$ cat src/rtl/axi_lite_times_rom.sv
// AXI4-Lite read-only slave serving the OPW x OPW times table with a fixed,
// configurable read latency; writes are accepted but answered with SLVERR.
module axi_lite_times_rom #(
    parameter int OPW          = 3,
    parameter int READ_LATENCY = 1
) (
    input  logic        clk,
    input  logic        rst,
    input  logic [31:0] s_axi_araddr,
    input  logic        s_axi_arvalid,
    output logic        s_axi_arready,
    output logic [31:0] s_axi_rdata,
    output logic [1:0]  s_axi_rresp,
    output logic        s_axi_rvalid,
    input  logic        s_axi_rready,
    input  logic [31:0] s_axi_awaddr,
    input  logic        s_axi_awvalid,
    output logic        s_axi_awready,
    input  logic [31:0] s_axi_wdata,
    input  logic [3:0]  s_axi_wstrb,
    input  logic        s_axi_wvalid,
    output logic        s_axi_wready,
    output logic [1:0]  s_axi_bresp,
    output logic        s_axi_bvalid,
    input  logic        s_axi_bready,
    output logic [15:0] rd_count
);

    localparam int IW = 2 * OPW;

    localparam logic [1:0] R_IDLE = 2'd0;
    localparam logic [1:0] R_WAIT = 2'd1;
    localparam logic [1:0] R_DATA = 2'd2;

    localparam logic [0:0] W_IDLE = 1'b0;
    localparam logic [0:0] W_RESP = 1'b1;

    localparam logic [1:0] RESP_OKAY   = 2'b00;
    localparam logic [1:0] RESP_SLVERR = 2'b10;
    localparam logic [1:0] RESP_DECERR = 2'b11;

    // Table entry {a,b} -> a*b, zero-extended to the bus width
    function automatic logic [31:0] times_entry(input logic [IW-1:0] idx);
        logic [IW-1:0] prod;
        prod = IW'(idx[IW-1:OPW]) * IW'(idx[OPW-1:0]);
        return {{(32-IW){1'b0}}, prod};
    endfunction

    logic [1:0]  rd_state_r;
    logic [3:0]  lat_cnt_r;
    logic [0:0]  wr_state_r;
    logic        aw_seen_r;
    logic        w_seen_r;

    logic        ar_hs_s;
    logic        in_range_s;
    logic        aw_hs_s;
    logic        w_hs_s;
    logic        aw_done_s;
    logic        w_done_s;
    logic        unused_s;

    assign ar_hs_s    = s_axi_arvalid & s_axi_arready;
    assign in_range_s = (s_axi_araddr[31:IW] == '0);
    assign aw_hs_s    = s_axi_awvalid & s_axi_awready;
    assign w_hs_s     = s_axi_wvalid & s_axi_wready;
    assign aw_done_s  = aw_seen_r | aw_hs_s;
    assign w_done_s   = w_seen_r | w_hs_s;
    assign unused_s   = ^{s_axi_awaddr, s_axi_wdata, s_axi_wstrb};

    // Read channel: address accept, latency countdown, data hold until rready
    always_ff @(posedge clk or posedge rst) begin
        if (rst) begin
            rd_state_r    <= R_IDLE;
            lat_cnt_r     <= 4'd0;
            s_axi_arready <= 1'b0;
            s_axi_rvalid  <= 1'b0;
            s_axi_rdata   <= 32'd0;
            s_axi_rresp   <= 2'b00;
            rd_count      <= 16'd0;
        end else begin
            case (rd_state_r)
                R_IDLE: begin
                    if (ar_hs_s) begin
                        s_axi_arready <= 1'b0;
                        s_axi_rdata   <= in_range_s ? times_entry(s_axi_araddr[IW-1:0]) : 32'd0;
                        s_axi_rresp   <= in_range_s ? RESP_OKAY : RESP_DECERR;
                        lat_cnt_r     <= 4'(READ_LATENCY);
                        rd_state_r    <= (READ_LATENCY == 0) ? R_DATA : R_WAIT;
                    end else begin
                        s_axi_arready <= 1'b1;
                    end
                end
                R_WAIT: begin
                    if (lat_cnt_r == 4'd0) begin
                        s_axi_rvalid <= 1'b1;
                        rd_state_r   <= R_DATA;
                    end else begin
                        lat_cnt_r <= lat_cnt_r - 4'd1;
                    end
                end
                R_DATA: begin
                    // Zero-latency reads arrive here with rvalid still low
                    if (!s_axi_rvalid) begin
                        s_axi_rvalid <= 1'b1;
                    end else if (s_axi_rready) begin
                        s_axi_rvalid  <= 1'b0;
                        s_axi_arready <= 1'b1;
                        rd_count      <= rd_count + 16'd1;
                        rd_state_r    <= R_IDLE;
                    end else begin
                        s_axi_rvalid <= 1'b1;
                    end
                end
                default: begin
                    s_axi_rvalid  <= 1'b0;
                    s_axi_arready <= 1'b0;
                    rd_state_r    <= R_IDLE;
                end
            endcase
        end
    end

    // Write channel: collect AW and W in any order, then answer SLVERR
    always_ff @(posedge clk or posedge rst) begin
        if (rst) begin
            wr_state_r    <= W_IDLE;
            aw_seen_r     <= 1'b0;
            w_seen_r      <= 1'b0;
            s_axi_awready <= 1'b0;
            s_axi_wready  <= 1'b0;
            s_axi_bvalid  <= 1'b0;
            s_axi_bresp   <= 2'b00;
        end else begin
            case (wr_state_r)
                W_IDLE: begin
                    if (aw_done_s && w_done_s) begin
                        aw_seen_r     <= 1'b0;
                        w_seen_r      <= 1'b0;
                        s_axi_awready <= 1'b0;
                        s_axi_wready  <= 1'b0;
                        s_axi_bvalid  <= 1'b1;
                        s_axi_bresp   <= RESP_SLVERR;
                        wr_state_r    <= W_RESP;
                    end else begin
                        aw_seen_r     <= aw_done_s;
                        w_seen_r      <= w_done_s;
                        s_axi_awready <= ~aw_done_s;
                        s_axi_wready  <= ~w_done_s;
                    end
                end
                W_RESP: begin
                    if (s_axi_bready) begin
                        s_axi_bvalid  <= 1'b0;
                        s_axi_awready <= 1'b1;
                        s_axi_wready  <= 1'b1;
                        wr_state_r    <= W_IDLE;
                    end else begin
                        s_axi_bvalid <= 1'b1;
                    end
                end
                default: begin
                    s_axi_bvalid <= 1'b0;
                    wr_state_r   <= W_IDLE;
                end
            endcase
        end
    end

endmodule

$ cat config.mk
export PLATFORM = sky130hd
export DESIGN_NAME = axi_lite_times_rom
export DESIGN_NICKNAME = d
export VERILOG_FILES = /design/src/rtl/axi_lite_times_rom.sv
export SDC_FILE = /design/constraint.sdc
export NUM_CORES = 1
export LEC_CHECK = 0
export ABC_AREA = 1
export BUFFER_PORTS_ARGS = -buffer_cell sky130_fd_sc_hd__buf_2
export CAP_MARGIN = 20
export CORE_ASPECT_RATIO = 1.1
export CORE_MARGIN = 2
export CORE_UTILIZATION = 40
export CTS_BUF_LIST = sky130_fd_sc_hd__clkbuf_16
export DETAILED_ROUTE_END_ITERATION = 12
export GPL_TIMING_DRIVEN = 1
export PLACE_DENSITY = 0.84
export SYNTH_ARGS = -nofsm -noshare
export SYNTH_HDL_FRONTEND = slang
export SYNTH_SLANG_ARGS = --single-unit
$ cat constraint.sdc
create_clock -name clk -period 1.6 [get_ports clk]
set_input_delay 0 -clock clk [delete_from_list [all_inputs] [get_ports clk]]
set_output_delay 0 -clock clk [all_outputs]
set_load 0.01 [all_outputs]
# Word level (Yosys, flattened, before mapping)
# Index checks and enable logic that the tools add are counted.
[totals] in_bits=107 word_cells=78 register_bits=65 out_inout_bits=57
[classes] mux=30 n_bitwise=10 multipliers=1 n_reduce_logical=12 eq_ne=9 n_addsub=2
[op_table] op="26-bit logical NOT" count=1
[op_table] op="16-bit by 1-bit adder with 16-bit output (second input constant)" count=1
[op_table] op="1-bit 2-to-1 mux" count=14
[op_table] op="2-bit inequality test (second input constant)" count=7
[op_table] op="2-bit 2-to-1 mux" count=5
[op_table] op="3-bit AND reduction" count=3
[op_table] op="4-bit 2-to-1 mux" count=2
[op_table] op="1-bit one-hot mux with 2 select lines" count=4
[op_table] op="4-bit one-hot mux with 2 select lines" count=1
[op_table] op="3-bit by 3-bit multiplier with 6-bit output" count=1
[op_table] op="6-bit 2-to-1 mux" count=1
[op_table] op="1-bit one-hot mux with 3 select lines" count=2
[op_table] op="2-bit one-hot mux with 3 select lines" count=1
[op_table] op="2-bit AND reduction" count=3
[op_table] op="1-bit NOT" count=5
[op_table] op="4-bit logical NOT" count=1
[op_table] op="4-bit AND reduction" count=1
[op_table] op="4-bit by 1-bit subtractor with 4-bit output (second input constant)" count=1
[op_table] op="1-bit AND" count=3
[op_table] op="2-bit by 1-bit equality test with 1-bit output (second input constant)" count=1
[op_table] op="2-bit equality test (second input constant)" count=1
[op_table] op="2-bit logical NOT" count=1
[op_table] op="1-bit bitwise OR" count=2
[op_table] op="2-bit nonzero test" count=1
[op_table] op="1-bit logical AND" count=1

# Depth between registers and ports, before layout
[depth] word_depth=5 mapped_depth=9 depth_no_buf=9

# Worst setup path after synthesis
# No wires, ideal clock.
[synth_timing] path_type="input to register" start="input s_axi_araddr[3]" end="register s_axi_rdata[4]" required_ns=1.483 arrival_ns=1.469 path_buffers=0 setup_slack_ns=0.014 stages=8 setup_time_ns=0.117 cell_sequence="nand2_1 fa_1 inv_1 ha_1 fa_1 xor2_1 nand3_1 nand2_1"
[synth_between] elab_chain_cells=2
[synth_rtl] element="start, declared" line="9" text="input logic [31:0] s_axi_araddr,"
[synth_rtl] element="3-bit by 3-bit multiplier with 6-bit output" line="45" text="prod = IW'(idx[IW-1:OPW]) * IW'(idx[OPW-1:0]);"
[synth_rtl] element="6-bit 2-to-1 mux" line="86" text="s_axi_rdata <= in_range_s ? times_entry(s_axi_araddr[IW-1:0]) : 32'd0;"
[synth_rtl] element="end signal, assigned" line="86"
[synth_rtl] element="end, declared" line="12" text="output logic [31:0] s_axi_rdata,"
# Every way passes these cells.
# A chain may end at the register's enable or synchronous reset.

# Worst setup path in the final report
[layout_timing] start="input s_axi_araddr[2]" end="register s_axi_rdata[4]"
# Same word-level chain as after synthesis.

==> flow_summary.toml <==
[outcome]
run_status = "completed"

[clock_network]
path_clk_slew_ns = 0.05
clk-insertion-delay-late_ns = 0.28
clock_tree_from_tritoncts = "done"
max-clock-path-buffers = 2
cts_post_setup_buffers_inserted = 0
clock_sinks = 38
cts-buffers-inserted = 5
deepest_level_of_the_cts_h_tree = 2
cts-root-buf = "sky130_fd_sc_hd__clkbuf_16"

[synth]
synth_cells = 300
flops_latches_synth = 38
post-synth-top-area-cell = "sky130_fd_sc_hd__dfrtp_1"
yosys.cell_types.count = 26
synth.yosys.seq_area_share = 0.406
synthesis.area_per_instance_um2 = 7.80
synth.cell_area_um2 = 2340
ys.warnings.count = 0
yosys.area.top_type_share = 0.406
synth_top_cells_by_area = "sky130_fd_sc_hd__dfrtp_1, sky130_fd_sc_hd__nand2_1, sky130_fd_sc_hd__buf_4"

[power_and_ir_drop]
static-leakage-power_nw = 1.68
cellPowerDensity_nw_per_um2 = 1140
peakVddDrop_mv = 0.562

[detailed_routing]
dr.pass1.iters = 4
totalWireLength_um = 4450
drt_first_iter_violations = 44
top_layer = "met4"
drt.antenna.violating_nets = 0
route.detailed.drc = 0
met2_wirelength_um = 2230
wl_on_met1_um = 1890
wl_met3_um = 302
num_vias = 2017
avgRoutedWirePerCell_um = 9.68
viasPerCell = 4.39

[die]
floorplan.initialDensity = 0.411
die-area_um2 = 6480
die_w_um = 76.9
floorplan.die.height_um = 84.2
core_area_um2 = 5700
floorplan.rows = 29
floorplan.io_pins = 164

[worst_setup_path]
critical_path_depth = 9
setup.worst_path.start_class = "input port"
cp-endpoint = "s_axi_rdata[4]"
crit_path_slowest_cell = "sky130_fd_sc_hd__fa_1"
crit_type = "in2reg"
wp_buf_inv = 2
r2r_start = "rd_state_r[0]"
endpoint_kind = "flip-flop"
cp-startpoint = "s_axi_araddr[2]"
critPathArrivalTime_ns = 1.63
ff2ff_setup_slack_ns = 0.14
crit_path_max_fanout = 3
critical_path.cell_chain = "buf_2 > nand2_1 > fa_1 > inv_1 > ha_1 > fa_1 > xor2_1 > nand3_1 > nand2_1"
worst_path_largest_cell_delay_ns = 0.53
critical_path.reg2reg.endpoint = "rd_count[14]"
ff2ff_path_depth = 9
cpLargestDelayFamily = "adder cells"
cp_data_required_time_ns = 1.77

[timing]
setup_repair_after_global_routing_missed_its_margin = "no"
finalWorstPathRequiredPeriod_ns = 1.47
clock.fmax_mhz = 681
finalSetupViolCount = 0
post-route-period-util = 0.917
final-hold-violation-count = 0
final.hold.worst_slack_ns = 0.0229
slew_viol_final = 0
timing.clock.skew_ns = 0.00509

[cells_and_area]
fin_nets = 500
finalNonFillerCells = 459
drive_above_1_share = 0.249
most_common_cell_after_layout_fill_and_taps_aside = "sky130_fd_sc_hd__nand2_1"
final_core_util = 0.507
top_library_cells_by_usage_in_the_layout_fill_and_taps_aside = "sky130_fd_sc_hd__nand2_1, sky130_fd_sc_hd__buf_2, sky130_fd_sc_hd__inv_1"
n_antenna_cell = 0
total_area_of_multi_input_combinational_cells_um2 = 1130
seq_area_um2 = 951
layout-area-overhead-vs-synth_pct = 23.4
stdcell_area_um2 = 2890
final.fill_count = 544

[hold_path]
hold-path-cell-count = 3
min_path_type = "in2reg"

[global_routing]
grt_pass1_wl_um = 7780
grt_max_degree = 39
grtUsageTotal = 0.145
first_global_vias = 1905
grt-ovfl-total = 0
antenna_violations_before_repair = 0

[placed_design]
dpl.cell_count = 450
detailed_place.area_um2 = 2720
port_buffers = 68
gpl.final_weighted_congestion = 0.786
dpl_wire_length_um = 3490

[job]
maxCapViolCount = 0
[final cells by class]
cell class / instances / area share
timing repair buffer: 77 / 0.142
tap: 77 / 0.0334
clock buffer: 5 / 0.0433
sequential: 38 / 0.329
inverter: 44 / 0.0572
multi-input combinational: 215 / 0.390
clock inverter: 3 / 0.00433
[layer usage]
metal | GRT usage | vias up
li1 | - | 1027
met1 | 0.169 | 906
met2 | 0.262 | 81
met3 | 0.0409 | 3
met4 | 0.0397 | 0
met5 | 0 | -
[worst min-delay path, stage by stage]
cell and delay [ns]:
sky130_fd_sc_hd__buf_2 0.07, sky130_fd_sc_hd__or2_2 0.12, sky130_fd_sc_hd__nand2_1 0.06
[cells in the mapped netlist]
master / instances
sky130_fd_sc_hd__nand3_2: 1
sky130_fd_sc_hd__or2_2: 1
sky130_fd_sc_hd__nand4_1: 4
sky130_fd_sc_hd__dfrtp_1: 38
sky130_fd_sc_hd__buf_4: 28
sky130_fd_sc_hd__fa_1: 2
sky130_fd_sc_hd__a21boi_0: 1
sky130_fd_sc_hd__ha_1: 10
sky130_fd_sc_hd__xnor2_1: 4
sky130_fd_sc_hd__nand2_2: 1
sky130_fd_sc_hd__nor3_1: 3
sky130_fd_sc_hd__o21ai_0: 13
sky130_fd_sc_hd__a21oi_1: 2
sky130_fd_sc_hd__nand3_4: 1
sky130_fd_sc_hd__xor2_1: 9
sky130_fd_sc_hd__conb_1: 1
sky130_fd_sc_hd__buf_2: 1
sky130_fd_sc_hd__nand2_1: 82
sky130_fd_sc_hd__inv_1: 44
sky130_fd_sc_hd__nand3b_1: 1
sky130_fd_sc_hd__nor2_4: 2
sky130_fd_sc_hd__nor2_1: 29
sky130_fd_sc_hd__o21bai_1: 1
sky130_fd_sc_hd__nand3_1: 18
sky130_fd_sc_hd__nor2_2: 2
sky130_fd_sc_hd__and2_1: 1
[registers in the layout, summed over array words and instances, names as in the netlist, 2 cells and up]
| signal | count |
|---|---|
| lat_cnt_r | 4 |
| rd_count | 16 |
| rd_state_r | 2 |
| s_axi_rdata | 6 |
[report_power, final]
part | total [mW] | switching [mW] | internal (mW)
combinational | 1.08 | 0.661 | 0.418
sequential | 1.30 | 0.154 | 1.15
clock | 0.916 | 0.354 | 0.562
[repair_timing]
action	4_1_cts	5_1_grt
endpoints found under the hold margin	38	0
hold buffers	1	0
gates resized for setup	0	6
endpoints found under the setup margin	0	9
[metrics by stage]
step | power (mW) | worst slack [ns] | setup TNS [ns]
after floorplan | 2.06 | 0.0136 | 0
after global placement | 2.30 | -0.118 | -0.146
after detailed placement | 2.35 | -0.187 | -0.270
after CTS | 3.30 | 0.0245 | 0
after global routing | 3.58 | 0.00242 | 0
final | 3.30 | 0.133 | 0
[kinds of logic (layout without fill, tap and decap cells)]
group / after synthesis / after routing / share of synthesized area
buf+inv: 73 / 129 / 0.163
fa+ha+maj: 12 / 12 / 0.0706
simple gates: 146 / 146 / 0.272
compound gates: 17 / 17 / 0.0385
flops: 38 / 38 / 0.406
xor+xnor: 13 / 13 / 0.0487
other cells: 1 / 27 / 0.00160
[worst min path at each step]
| stage | endpoint | slack [ns] | from |
|---|---|---|---|
| after detailed placement | s_axi_rdata[0] | 0.15 | rst |
| after global routing | wr_state_r | 0.05 | s_axi_bready |
| after floorplan | aw_seen_r | 0.19 | rst |
| after global placement | s_axi_rdata[5] | 0.14 | rst |
| final | wr_state_r | 0.02 | s_axi_bready |
| after CTS | wr_state_r | 0.02 | s_axi_bready |
(Power assumes the default switching activity.)
